### src/rtl/my_nios2_system_cpu_oci_dct_packer_if.sv
// Handshake bundle for the OCI DCT packer.
//   sym_valid/sym_data/sym_ready       : trace symbol stream into the packer
//   frame_valid/frame_data/frame_count : packed frame stream out of the packer
//   frame_ready                        : downstream acceptance of a frame
// slave modport = packer side, master modport = feeder/consumer side.
interface my_nios2_system_cpu_oci_dct_packer_if #(
   parameter int unsigned SYM_W = 2,
   parameter int unsigned SYMS  = 15,
   parameter int unsigned CNT_W = 4
);
   logic                    sym_valid;
   logic [SYM_W-1:0]        sym_data;
   logic                    sym_ready;
   logic                    frame_valid;
   logic [SYM_W*SYMS-1:0]   frame_data;
   logic [CNT_W-1:0]        frame_count;
   logic                    frame_ready;

   modport slave (
      input  sym_valid,
      input  sym_data,
      output sym_ready,
      output frame_valid,
      output frame_data,
      output frame_count,
      input  frame_ready
   );

   modport master (
      output sym_valid,
      output sym_data,
      input  sym_ready,
      input  frame_valid,
      input  frame_data,
      input  frame_count,
      output frame_ready
   );
endinterface

### src/rtl/my_nios2_system_cpu_oci_dct_packer.sv
// OCI DCT packer: collects 2-bit trace symbols into a 30-bit capture buffer,
// presents full or flushed frames over valid/ready, and raises the
// end-of-test markers consumed by the trace monitor.
//   clk            : system clock, rising edge
//   reset_n        : asynchronous active-low reset
//   bus (slave)    : symbol input stream and frame output stream
//   flush_req      : close the current partial frame
//   stop_req       : end-of-test request
//   dct_buffer     : live capture buffer
//   dct_count      : live fill count
//   test_ending    : one-cycle end-of-test pulse
//   test_has_ended : sticky end-of-test flag
module my_nios2_system_cpu_oci_dct_packer #(
   parameter int unsigned SYM_W = 2,
   parameter int unsigned SYMS  = 15,
   parameter int unsigned CNT_W = 4
) (
   input  logic                  clk,
   input  logic                  reset_n,
   my_nios2_system_cpu_oci_dct_packer_if.slave bus,
   input  logic                  flush_req,
   input  logic                  stop_req,
   output logic [SYM_W*SYMS-1:0] dct_buffer,
   output logic [CNT_W-1:0]      dct_count,
   output logic                  test_ending,
   output logic                  test_has_ended
);

   typedef enum logic [1:0] {ACCUM, PEND, ENDING, ENDED} state_t;

   state_t                state;
   logic [SYM_W*SYMS-1:0] buffer;
   logic [CNT_W-1:0]      count;
   logic                  stop_pending;
   logic                  sym_ready_q;
   logic                  frame_valid_q;
   logic                  test_ending_q;
   logic                  test_has_ended_q;

   logic                  accept;
   logic [CNT_W-1:0]      cnt_post;
   logic [SYM_W*SYMS-1:0] buf_post;
   logic                  close;

   // Post-accept view of the buffer; closing decisions use these values so a
   // symbol arriving with flush/stop lands in the frame it closes.
   always_comb begin
      accept   = bus.sym_valid && sym_ready_q;
      cnt_post = count + CNT_W'(accept);
      buf_post = buffer;
      if (accept) begin
         for (int unsigned k = 0; k < SYMS; k++) begin
            if (CNT_W'(k) == count) buf_post[k*SYM_W +: SYM_W] = bus.sym_data;
         end
      end
      close = (cnt_post == CNT_W'(SYMS)) ||
              ((flush_req || stop_req) && (cnt_post != '0));
   end

   always_ff @(posedge clk or negedge reset_n) begin
      if (!reset_n) begin
         state            <= ACCUM;
         buffer           <= '0;
         count            <= '0;
         stop_pending     <= 1'b0;
         sym_ready_q      <= 1'b0;
         frame_valid_q    <= 1'b0;
         test_ending_q    <= 1'b0;
         test_has_ended_q <= 1'b0;
      end else begin
         case (state)
            ACCUM: begin
               buffer <= buf_post;
               count  <= cnt_post;
               if (close) begin
                  state         <= PEND;
                  frame_valid_q <= 1'b1;
                  sym_ready_q   <= 1'b0;
                  stop_pending  <= stop_req;
               end else if (stop_req) begin
                  // Only reachable with an empty buffer and no accept.
                  state         <= ENDING;
                  test_ending_q <= 1'b1;
                  sym_ready_q   <= 1'b0;
               end else begin
                  sym_ready_q <= 1'b1;
               end
            end
            PEND: begin
               if (bus.frame_ready) begin
                  buffer        <= '0;
                  count         <= '0;
                  frame_valid_q <= 1'b0;
                  stop_pending  <= 1'b0;
                  // A stop coinciding with the frame handshake is not lost.
                  if (stop_pending || stop_req) begin
                     state         <= ENDING;
                     test_ending_q <= 1'b1;
                  end else begin
                     state       <= ACCUM;
                     sym_ready_q <= 1'b1;
                  end
               end else if (stop_req) begin
                  stop_pending <= 1'b1;
               end
            end
            ENDING: begin
               test_ending_q    <= 1'b0;
               test_has_ended_q <= 1'b1;
               state            <= ENDED;
            end
            ENDED: begin
               state <= ENDED;
            end
            default: begin
               state <= ACCUM;
            end
         endcase
      end
   end

   assign bus.sym_ready   = sym_ready_q;
   assign bus.frame_valid = frame_valid_q;
   assign bus.frame_data  = buffer;
   assign bus.frame_count = count;
   assign dct_buffer      = buffer;
   assign dct_count       = count;
   assign test_ending     = test_ending_q;
   assign test_has_ended  = test_has_ended_q;

endmodule

### src/flat_wrapper.sv
// flat-port wrapper written by rule: the top's interface ports become plain ports
module my_nios2_system_cpu_oci_dct_packer_flat 
#(
   parameter int unsigned SYM_W = 2,
   parameter int unsigned SYMS  = 15,
   parameter int unsigned CNT_W = 4
)
  (clk, reset_n, flush_req, stop_req, dct_buffer, dct_count, test_ending, test_has_ended, bus_sym_valid, bus_sym_data, bus_sym_ready, bus_frame_valid, bus_frame_data, bus_frame_count, bus_frame_ready);
  my_nios2_system_cpu_oci_dct_packer_if #(.SYM_W(SYM_W), .SYMS(SYMS), .CNT_W(CNT_W)) bus_i ();
  input  logic clk;
  input  logic reset_n;
  input  logic flush_req;
  input  logic stop_req;
  output logic [SYM_W*SYMS-1:0] dct_buffer;
  output logic [CNT_W-1:0] dct_count;
  output logic test_ending;
  output logic test_has_ended;
  input wire logic [$bits(bus_i.sym_valid)-1:0] bus_sym_valid;
  input wire logic [$bits(bus_i.sym_data)-1:0] bus_sym_data;
  output wire logic [$bits(bus_i.sym_ready)-1:0] bus_sym_ready;
  output wire logic [$bits(bus_i.frame_valid)-1:0] bus_frame_valid;
  output wire logic [$bits(bus_i.frame_data)-1:0] bus_frame_data;
  output wire logic [$bits(bus_i.frame_count)-1:0] bus_frame_count;
  input wire logic [$bits(bus_i.frame_ready)-1:0] bus_frame_ready;
  assign bus_i.sym_valid = bus_sym_valid;
  assign bus_i.sym_data = bus_sym_data;
  assign bus_sym_ready = bus_i.sym_ready;
  assign bus_frame_valid = bus_i.frame_valid;
  assign bus_frame_data = bus_i.frame_data;
  assign bus_frame_count = bus_i.frame_count;
  assign bus_i.frame_ready = bus_frame_ready;
  my_nios2_system_cpu_oci_dct_packer #(.SYM_W(SYM_W), .SYMS(SYMS), .CNT_W(CNT_W)) u_core (.clk(clk), .reset_n(reset_n), .bus(bus_i), .flush_req(flush_req), .stop_req(stop_req), .dct_buffer(dct_buffer), .dct_count(dct_count), .test_ending(test_ending), .test_has_ended(test_has_ended));
endmodule
### config.mk
export PLATFORM = sky130hd
export DESIGN_NAME = my_nios2_system_cpu_oci_dct_packer_flat
export DESIGN_NICKNAME = d
export VERILOG_FILES = /design/src/rtl/my_nios2_system_cpu_oci_dct_packer_if.sv /design/src/rtl/my_nios2_system_cpu_oci_dct_packer.sv /design/src/flat_wrapper.sv
export SDC_FILE = /design/constraint.sdc
export NUM_CORES = 1
export LEC_CHECK = 0
export CORE_MARGIN = 5
export CORE_UTILIZATION = 41
export DETAILED_ROUTE_END_ITERATION = 12
export PLACE_DENSITY = 0.86
export SKIP_CTS_REPAIR_TIMING = 1
export SLEW_MARGIN = 20
export SYNTH_ARGS = -nofsm -noshare
export SYNTH_HDL_FRONTEND = slang
export SYNTH_SLANG_ARGS = --single-unit
### constraint.sdc
create_clock -name clk -period 1.9 [get_ports clk]
set_input_delay 0.19 -clock clk [delete_from_list [all_inputs] [get_ports clk]]
set_output_delay 0.19 -clock clk [all_outputs]
set_load 0.05 [all_outputs]
==> results.cfg <==
[floorplanning]
ios = 80
rows = 27
core_sq_mm = 0.00551
die_h_um = 85.3
start_util_pct = 42.2
die_area_sq_mm = 0.00727
die_width_um = 85.3

[detailed_routing]
routed_wl_um = 5070
wl_met3_um = 342
antenna_left = 0
drt-initial-drc-count = 76
drt-wirelength-per-cell_um = 15.1
vias = 1661
drc_errors = 0
firstDrtPassIters = 4
wl_met2_um = 2480
highest_layer = met4
viasPerCell = 4.94
wl_met1_um = 2180

[critical_path]
worstSetupEndpointType = register
path_buf_inv = 0
worstPathMaxFanout = 5
crit_family = compound AO/OA/AOI/OAI gates
reg2reg_slack_ns = 0.08
slowest_delay_ns = 0.44
arrival_ns = 2.01
crit_type = reg -> reg
crit_path_cell_trace = and2_1 > ha_2 > ha_4 > nor2_1 > a21oi_1 > o21a_1 > a21bo_2
cp-start-kind = register
r2r_cells = 7
r2r_end = u_core.bus.frame_valid
worstPathRequired_ns = 2.09
reg2reg_from = u_core.bus.sym_ready
cpMaxStageDelayCell = dfrtp_2

[synthesis]
netlist_instances = 207
synth_top_area_share_pct = 44.2
synth-seq-cells = 41
syn-cell-area_sq_mm = 0.00232
yosysMostFrequentCell = dfrtp_1
seq_area_frac_synth_pct = 44.2
syn-num-nets = 217
synth_common_cells = dfrtp_1 (41), buf_4 (36), mux2_1 (20)
yosysWarnings = 0
synth-async-reset-ratio_pct = 100
synth_area_leader_cell = dfrtp_1
synth_area_per_cell_sq_um = 11.2
ys_types = 33
ys.flop_type = dfrtp_1
synth_edf_count = 0
synth.area.top_cells = dfrtp_1 (44%), buf_4 (12%), mux2_1 (9.7%), a21oi_4 (7.0%), mux2_2 (4.8%)

[cts]
clockBufferDepth = 2
cts_tree = done
cts.sinks = 41
clkSlewWorstSetupHoldPaths_ns = 0.09
cts_made_buffers = 5
cts_root_buffer = clkbuf_8
insertion_delay_ns = 0.30
htree_levels = 2

[hold_path]
hold_path_class = in -> async

[place]
place.gp.congestion = 0.816
dp_hpwl_um = 3910
dpl_worst_slack_ns = -0.177
numPortBuffers = 79
placed_cells = 327

[timing]
timing.final.crit_share_pct = 95.7
clock.fmax_mhz = 550
min_period_ns = 1.82
setup_tns_ns = 0
holdWs_ns = 0.365
worst_slack_ns = 0.0814
clock_skew_ns = 0.00992
worstMarginPinSlew_ns = 0.519
hold_viol = 0
rsz0062_at_grt = no
slew_viol_final = 0
slew_headroom_pct = 65.4
setup_viol = 0

[global_route]
grt_max_degree = 23
antenna_found_initial = 0
grt_pass1_vias = 1758
overflow = 0
grt_pass1_wl_um = 8600
grt_use_total_pct = 14.6

[finish]
fill_cells = 480
multi_input_area_sq_mm = 0.00100
antenna_cells = 0
seqCellArea_sq_mm = 0.00103
drive_above_1_share_pct = 21.6
area_growth_pct = 33.7
fin_util_pct = 56.4
nets = 273
final_cells = 336

[pwr]
ir_drop_uv = 570
power_leakage_uw = 0.00133
powerDensity_mw_per_mm2 = 1130

[outcome]
status = completed

[run]
cap_violations = 0
==> worst reg2reg max path: cells and delay by family, from the launching register on <==
kind / cells / cell delay, ns
compound gates: 3 / 0.56
simple gates: 2 / 0.29
flops: 1 / 0.44
fa+ha+maj: 2 / 0.44
==> cells in the final DEF, fill, tap and decap left out, drive strengths merged <==
master and count:
a21o 3, clkinv 3, inv 2, a21bo 1, and2b 2, xnor2 2
o211ai 1, a21oi 18, o311ai 2, dfrtp 41, nor2 11, nand3b 1
nand2 18, a22o 2, and2 3, nor2b 3, ha 2, nor3 2
a211o 2, clkbuf 5, o21ai 6, mux2i 1, o21a 1, nand2b 2
buf 19, a22oi 1, mux2 30, clkdlybuf4s50 72, dlygate4sd3 1, nand3 7
==> sequential cells by signal, indices dropped and copies added (netlist names) <==
name,cells
u_core.bus.frame_data,30
u_core.bus.frame_count,4
u_core.state,2
u_core.bus.frame_valid,1
u_core.bus.sym_ready,1
u_core.stop_pending,1
u_core.test_ending,1
u_core.test_has_ended,1
==> power by group <==
| part | internal, uW | switching (uW) |
|---|---|---|
| sequential | 1020 | 128 |
| combinational | 573 | 1220 |
| clock | 260 | 317 |
| total | 1860 | 1670 |
==> metal layers <==
metal,vias to the layer above,GRT usage (%)
li1,787,-
met1,805,18.7
met2,61,23.9
met3,8,4.66
met4,0,3.88
met5,-,0
==> area by class of cell <==
class	instances	area share, %
sequential	41	33.1
multi-input combinational	121	32.4
timing repair buffer	92	28.4
tap	72	2.90
clock buffer	5	2.22
clock inverter	3	0.725
inverter	2	0.242
==> cell families (layout without fill, tap and decap cells) <==
logic type	Yosys count	in the layout	share of synthesized area, %
compound gates	37	37	15.0
simple gates	49	49	10.4
buf+inv	45	102	13.7
flops	41	41	44.2
fa+ha+maj	2	2	1.08
xor+xnor	2	2	0.754
mux	31	31	15.0
==> stage by stage <==
step                      total power, uW  cell area (sq um)
after floorplan                      2500               2350
after global placement               2950               3000
after detailed placement             2980               3000
after CTS                            3560               3100
after global routing                 3680               3110
final                                3520               3110
==> worst max-delay path by stage <==
stage | start | endpoint | slack [ns] | depth (start not counted)
final | u_core.bus.sym_ready | u_core.bus.frame_valid | 0.08 | 7
after global routing | u_core.bus.sym_ready | u_core.bus.frame_valid | 0.01 | 7
after global placement | bus_sym_valid | u_core.bus.frame_valid | -0.12 | 8
after CTS | u_core.bus.sym_ready | u_core.stop_pending | 0.07 | 7
after floorplan | u_core.bus.frame_count[3] | u_core.bus.frame_data[22] | 0.01 | 5
after detailed placement | bus_sym_valid | u_core.stop_pending | -0.18 | 8
No activity file was read; power rests on OpenSTA's default activity.
